File: config.mk
export PLATFORM = sky130hd
export DESIGN_NAME = bmem_arbiter
export DESIGN_NICKNAME = d
export VERILOG_FILES = /design/src/rtl/bmem_arbiter.sv
export SDC_FILE = /design/constraint.sdc
export NUM_CORES = 2
export LEC_CHECK = 0
export ABC_CLOCK_PERIOD_IN_PS = 2400
export BUFFER_PORTS_ARGS = -buffer_cell sky130_fd_sc_hd__buf_2
export CAP_MARGIN = 10
export CORE_AREA = 4 4 506 508
export CTS_CLUSTER_SIZE = 30
export DETAILED_ROUTE_END_ITERATION = 7
export DIE_AREA = 0 0 510 512
export GPL_ROUTABILITY_DRIVEN = 0
export HOLD_SLACK_MARGIN = 0.06
export PLACE_DENSITY_LB_ADDON = 0.05
export SLEW_MARGIN = 10
export SYNTH_ARGS = -nofsm -noshare
export SYNTH_HDL_FRONTEND = slang
export SYNTH_SLANG_ARGS = --single-unit
File: constraint.sdc
create_clock -name clk -period 2.4 [get_ports clk]
set_input_delay 0.48 -clock clk [delete_from_list [all_inputs] [get_ports clk]]
set_output_delay 0.48 -clock clk [all_outputs]
set_load 0.02 [all_outputs]
File: src/rtl/bmem_arbiter.sv
// -----------------------------------------------------------------------------
// bmem_arbiter
//
// Shares the single burst memory port (bmem_*) between the instruction cache
// (port 0) and the data cache (port 1). Each grant runs one whole-cacheline
// transaction: either one read request followed by LINE_BEATS returned beats,
// or LINE_BEATS write beats. Only one transaction is in flight at a time.
//
// Configuration macro:
//   BMEM_ARB_RR_EN  defined   -> round-robin between the two ports on contention
//                   undefined -> fixed priority, port 1 (dcache) wins contention
//
// Ports:
//   clk          clock, all state updates on the rising edge
//   rst          asynchronous reset, active low
//   req_addr     per-port line address (low line-offset bits ignored)
//   req_read     per-port line read request, held until req_resp
//   req_write    per-port line write request, held until req_resp
//   req_wdata    per-port write line, beat k = bits [BEAT_W*k +: BEAT_W]
//   req_rdata    per-port read line, valid while req_resp is high
//   req_resp     per-port one-cycle completion pulse
//   bmem_addr    line-aligned address of the current transaction
//   bmem_read    read request strobe
//   bmem_write   write beat strobe
//   bmem_wdata   current write beat
//   bmem_ready   memory accepts the strobe this cycle
//   bmem_raddr   address tag of the returned beat
//   bmem_rdata   returned read beat
//   bmem_rvalid  returned beat valid
// -----------------------------------------------------------------------------
module bmem_arbiter #(
    parameter int BEAT_W     = 64,
    parameter int LINE_BEATS = 4
) (
    input  logic                                  clk,
    input  logic                                  rst,
    input  logic [1:0][31:0]                      req_addr,
    input  logic [1:0]                            req_read,
    input  logic [1:0]                            req_write,
    input  logic [1:0][BEAT_W*LINE_BEATS-1:0]     req_wdata,
    output logic [1:0][BEAT_W*LINE_BEATS-1:0]     req_rdata,
    output logic [1:0]                            req_resp,
    output logic [31:0]                           bmem_addr,
    output logic                                  bmem_read,
    output logic                                  bmem_write,
    output logic [BEAT_W-1:0]                     bmem_wdata,
    input  logic                                  bmem_ready,
    input  logic [31:0]                           bmem_raddr,
    input  logic [BEAT_W-1:0]                     bmem_rdata,
    input  logic                                  bmem_rvalid
);

    localparam int LINE_W = BEAT_W * LINE_BEATS;
    localparam int CNT_W  = (LINE_BEATS > 1) ? $clog2(LINE_BEATS) : 1;
    localparam int OFF_W  = $clog2(LINE_W / 8);
    localparam logic [CNT_W-1:0] LAST_BEAT = CNT_W'(LINE_BEATS - 1);

    typedef enum logic [2:0] {
        IDLE       = 3'd0,
        RD_REQ     = 3'd1,
        RD_COLLECT = 3'd2,
        WR_BURST   = 3'd3,
        DONE       = 3'd4
    } state_t;

    state_t                            state;
    state_t                            state_next;

    logic [CNT_W-1:0]                  beat_cnt;
    logic                              owner;
    logic [31:0]                       addr_q;
    logic [LINE_BEATS-1:0][BEAT_W-1:0] wbuf;
    logic [LINE_BEATS-1:0][BEAT_W-1:0] line_buf;
    logic [1:0][LINE_W-1:0]            rdata_q;

    logic [1:0]                        want;
    logic                              grant_valid;
    logic                              grant_port;
    logic                              last_beat;
    logic                              beat_hit;
    logic                              beat_accept;

`ifdef BMEM_ARB_RR_EN
    logic                              rr_last;
`endif

    // The line-offset bits of the request address never reach the memory.
    logic unused_addr_bits;
    assign unused_addr_bits = ^{req_addr[0][OFF_W-1:0], req_addr[1][OFF_W-1:0]};

    // -------------------------------------------------------------------------
    // Port selection
    // -------------------------------------------------------------------------
    always_comb begin
        want[0]     = req_read[0] | req_write[0];
        want[1]     = req_read[1] | req_write[1];
        grant_valid = |want;
        grant_port  = want[1];
        if (want == 2'b11) begin
`ifdef BMEM_ARB_RR_EN
            grant_port = ~rr_last;
`else
            grant_port = 1'b1;
`endif
        end
    end

    assign last_beat = (beat_cnt == LAST_BEAT);
    // Beats tagged with another address belong to someone else and are dropped.
    assign beat_hit  = bmem_rvalid && (bmem_raddr == addr_q);

    // -------------------------------------------------------------------------
    // FSM state register
    // -------------------------------------------------------------------------
    always_ff @(posedge clk or negedge rst) begin
        if (!rst) begin
            state <= IDLE;
        end else begin
            state <= state_next;
        end
    end

    // -------------------------------------------------------------------------
    // FSM next state and bmem / response outputs
    // -------------------------------------------------------------------------
    always_comb begin
        state_next  = state;
        bmem_read   = 1'b0;
        bmem_write  = 1'b0;
        bmem_addr   = '0;
        bmem_wdata  = '0;
        req_resp    = 2'b00;
        beat_accept = 1'b0;

        unique case (state)
            IDLE: begin
                // Grant cycle drives nothing; the transaction starts next cycle.
                if (grant_valid) begin
                    // A port raising both read and write is treated as a write.
                    state_next = req_write[grant_port] ? WR_BURST : RD_REQ;
                end
            end
            RD_REQ: begin
                bmem_read = 1'b1;
                bmem_addr = addr_q;
                if (bmem_ready) begin
                    state_next = RD_COLLECT;
                end
            end
            RD_COLLECT: begin
                if (beat_hit && last_beat) begin
                    state_next = DONE;
                end
            end
            WR_BURST: begin
                bmem_write = 1'b1;
                bmem_addr  = addr_q;
                bmem_wdata = wbuf[beat_cnt];
                if (bmem_ready) begin
                    beat_accept = 1'b1;
                    if (last_beat) begin
                        state_next = DONE;
                    end
                end
            end
            DONE: begin
                req_resp[owner] = 1'b1;
                state_next      = IDLE;
            end
            default: begin
                state_next = IDLE;
            end
        endcase
    end

    // -------------------------------------------------------------------------
    // Transaction context, beat counter and line buffers
    // -------------------------------------------------------------------------
    always_ff @(posedge clk or negedge rst) begin
        if (!rst) begin
            beat_cnt <= '0;
            owner    <= 1'b0;
            addr_q   <= '0;
            wbuf     <= '0;
            line_buf <= '0;
            rdata_q  <= '0;
`ifdef BMEM_ARB_RR_EN
            rr_last  <= 1'b1;
`endif
        end else begin
            unique case (state)
                IDLE: begin
                    if (grant_valid) begin
                        owner  <= grant_port;
                        addr_q <= {req_addr[grant_port][31:OFF_W], {OFF_W{1'b0}}};
                        wbuf   <= req_wdata[grant_port];
`ifdef BMEM_ARB_RR_EN
                        rr_last <= grant_port;
`endif
                    end
                end
                RD_COLLECT: begin
                    if (beat_hit) begin
                        line_buf[beat_cnt] <= bmem_rdata;
                        // Counter stays on the last slot; it is cleared in DONE.
                        if (!last_beat) begin
                            beat_cnt <= beat_cnt + CNT_W'(1);
                        end
                    end
                end
                WR_BURST: begin
                    if (beat_accept && !last_beat) begin
                        beat_cnt <= beat_cnt + CNT_W'(1);
                    end
                end
                DONE: begin
                    beat_cnt       <= '0;
                    rdata_q[owner] <= line_buf;
                end
                default: begin
                    beat_cnt <= '0;
                end
            endcase
        end
    end

    // -------------------------------------------------------------------------
    // Read line return: the owner sees the live line buffer during DONE, and
    // every port keeps showing the last line it was handed afterwards.
    // -------------------------------------------------------------------------
    always_comb begin
        for (int p = 0; p < 2; p++) begin
            req_rdata[p] = rdata_q[p];
            if ((state == DONE) && (owner == 1'(p))) begin
                req_rdata[p] = line_buf;
            end
        end
    end

endmodule

==> impl_metrics.csv <==
group,metric,value,unit
power,power_density,901,nW/um^2
clock_tree,cts_root_buf,"clkbuf_16",
floorplan,floorplan.initialDensity,0.175,
worst_setup_path,crit_type,"register to output port",
global_route,overflow,0,
min_path,hp-start,"req_wdata[85]",
detailed_routing,wl,248000,um
detailed_routing,drc,0,
worst_setup_path,cp_data_arrival_time,2.85,ns
power,p_leak,35.4,nW
sta,slew_violations,0,
global_route,grt_pass1_vias,40200,
synthesis,synth_area_per_cell,12.7,um^2
sta,period_share,1.39,
sta,max_slew.worst_pin.slew,0.654,ns
floorplan,rows,184,
placement,dp.final_hpwl,189000,um
cells_and_area,layout_common_cells,"buf_2 (1,061), dfrtp_1 (1,054), dlygate4sd3_1 (616), nand2_1 (568), mux2_2 (380)",
min_path,hold_path_class,"input pin to register",
detailed_routing,via_per_inst,4.05,
worst_setup_path,critPathLaunch,"state[1]$_DFFE_PN0P_",
synthesis,ys.flop_type,"dfrtp_1",
sta,grt_setup_unrepaired,"true",
sta,relSlewSlack,0.564,
cells_and_area,area_growth,63.9,%
detailed_routing,drt_pass1_iterations,5,
clock_tree,clkLatencyLatePin,0.80,ns
sta,period_needed,3.33,ns
status,violations,"setup timing",
worst_setup_path,reg2regPathDepth,10,
worst_setup_path,timing.rr.start,"state[0]$_DFFE_PN0P_",
min_path,worstHoldPathCells,3,
status,outcome,"finished, violations left",
synthesis,yosysWarningCount,0,
worst_setup_path,cp-end-kind,"output port",
sta,fmax,300,MHz
sta,setup_violations,1017,
sta,fin_skew,0.0587,ns
sta,holdWs,0.154,ns
global_route,antenna_found_initial,85,
clock_tree,clk_path_buf_depth,3,
worst_setup_path,r2r_slack,-0.63,ns
global_route,grtUsageTotal,0.182,
synthesis,synth_cell_type_count,47,
floorplan,ioPinCount,1292,
cells_and_area,final_common_cell,"buf_2",
clock_tree,cts_buffers,145,
detailed_routing,drtIter0Drc,1629,
power,ir_drop,648,uV
synthesis,synth.area.top_cells,"dfrtp_1 (60%), mux2_2 (15%), nand2_1 (4.8%), mux2_1 (4.5%), a31oi_1 (4.0%)",
placement,io_buffers,1276,
synthesis,synth_seq_cells,1057,
synthesis,synth-edff-count,0,
cells_and_area,drive_gt1_frac,0.454,
cells_and_area,fin_area,72200,um^2
clock_tree,tritoncts,"built",
synthesis,synthArstFlopShare,1.00,
detailed_routing,via_count,37100,
cells_and_area,nFillCells,26200,
sta,fin_ws,-0.931,ns
detailed_routing,ant_nets,0,
clock_tree,clk_pin_slew,0.05,ns
placement,placedInstanceArea,57200,um^2
sta,hold_violations,0,
clock_tree,h-tree-depth,4,
synthesis,yosysTopAreaCell,"dfrtp_1",
clock_tree,clock_sinks,1057,
synthesis,synthCells,3477,
synthesis,synth_area,44100,um^2
floorplan,coreArea,251000,um^2
min_path,min_delay_worst_endpoint,"wbuf[85]$_DFFE_PN0P_",
worst_setup_path,cp_data_required_time,1.92,ns
worst_setup_path,r2r-end,"line_buf[238]$_DFFE_PN0P_",
run,cap_violations,0,
synthesis,yosysTopAreaCellShare,0.600,
global_route,grt_pass1_wl,334000,um
floorplan,die_h,512,um
global_route,grt_max_degree,113,
detailed_routing,wire_per_inst,27.1,um
cells_and_area,nNetsFinal,6343,
synthesis,yosysSeqAreaShare,0.600,
floorplan,dieArea,261000,um^2
floorplan,fp.dieW,510,um
worst_setup_path,crit_fanout,12,
worst_setup_path,startpoint_type,"register",
==> sequential cells by signal, summed over array words and instances, names as in the netlist <==
register	cells
rdata_q	512
line_buf	256
owner	1
beat_cnt	2
addr_q	27
wbuf	256
state	3
==> worst max-delay path by stage <==
stage                     cells after the start  slack [ns]                   endpoint
final                                         7       -0.93             req_rdata[168]
after global routing                         10       -1.05             req_rdata[421]
after CTS                                     8       -1.03             req_rdata[361]
after detailed placement                     10       -1.11  line_buf[127]$_DFFE_PN0P_
after global placement                       10       -1.17   line_buf[64]$_DFFE_PN0P_
after floorplan                               6       -0.43  line_buf[181]$_DFFE_PN0P_
==> cell usage after synthesis, types with 5 or more instances <==
master	n
nor2b_1	5
and2_1	28
mux4_2	64
a31oi_1	284
nand4_1	7
buf_6	24
clkbuf_1	208
inv_1	13
xor2_1	5
dfrtp_1	1057
or4_1	5
and3_1	66
buf_4	5
o21ai_0	5
mux2_2	591
nor3_1	5
nor2_1	286
nand2_1	568
xnor2_1	19
buf_1	10
mux2_1	177
==> cell type report <==
class | count | area, um^2 | share of cell area
inverters | 13 | 48.8 | 0.000676
diodes | 33 | 82.6 | 0.00114
repair buffers | 2281 | 19000 | 0.263
clock inverters | 35 | 520 | 0.00721
well taps | 3348 | 4190 | 0.0580
flip-flops and latches | 1057 | 26500 | 0.366
clock buffers | 226 | 4430 | 0.0613
multi-input cells | 2161 | 17500 | 0.242
==> critical path: stages (launching register included) <==
cell       delay (ns)
dfrtp_4          0.48
buf_6            0.13
nor2_4           0.09
and3_4           0.30
buf_12           0.22
clkbuf_16        0.26
mux2_2           0.36
buf_2            0.19
==> metrics by stage <==
stage	power, mW	utilization	setup TNS (ns)	cells	setup slack, ns
2_1_floorplan	31.2	-	-107.54	3481	-0.435
3_3_place_gp	40.9	0.228	-355.64	8145	-1.17
3_5_place_dp	40.8	0.228	-349.39	8145	-1.11
4_1_cts	65.6	0.278	-772.21	9052	-1.03
5_1_grt	68.7	0.287	-750.24	9141	-1.05
6_report	65.1	0.288	-608.15	9154	-0.931
==> where the power goes <==
group | internal, mW | total [mW] | switching, mW
sequential | 20.4 | 22.3 | 1.87
combinational | 9.27 | 20.2 | 11.0
clock | 13.5 | 22.6 | 9.08
==> cells by family after synthesis <==
logic type,after synthesis,synth area share
other,1,0.0000851
and+or+nand+nor,992,0.0941
muxes,833,0.229
DFF,1057,0.600
xor gates and xnor gates,24,0.00477
AOI/OAI and AO/OA,303,0.0436
adders and majority gates,4,0.00114
buffers and inverters,263,0.0270
==> per-layer routing <==
layer	GRT usage	vias to the layer above	part of all wire
li1	-	16600	-
met1	0.222	18900	0.42
met2	0.312	1150	0.49
met3	0.0443	380	0.057
met4	0.0626	58	0.036
met5	0	-	0.0012
==> timing repair <==
item / CTS / global route
pin swaps: 2 / 5
setup buffers: 18 / 49
resized for setup: 265 / 472
endpoints found under the setup margin: 873 / 1130
hold buffers: 616 / 0
cloned: 12 / 25
hold endpoints to repair: 770 / 0
(Power assumes the default switching activity.)
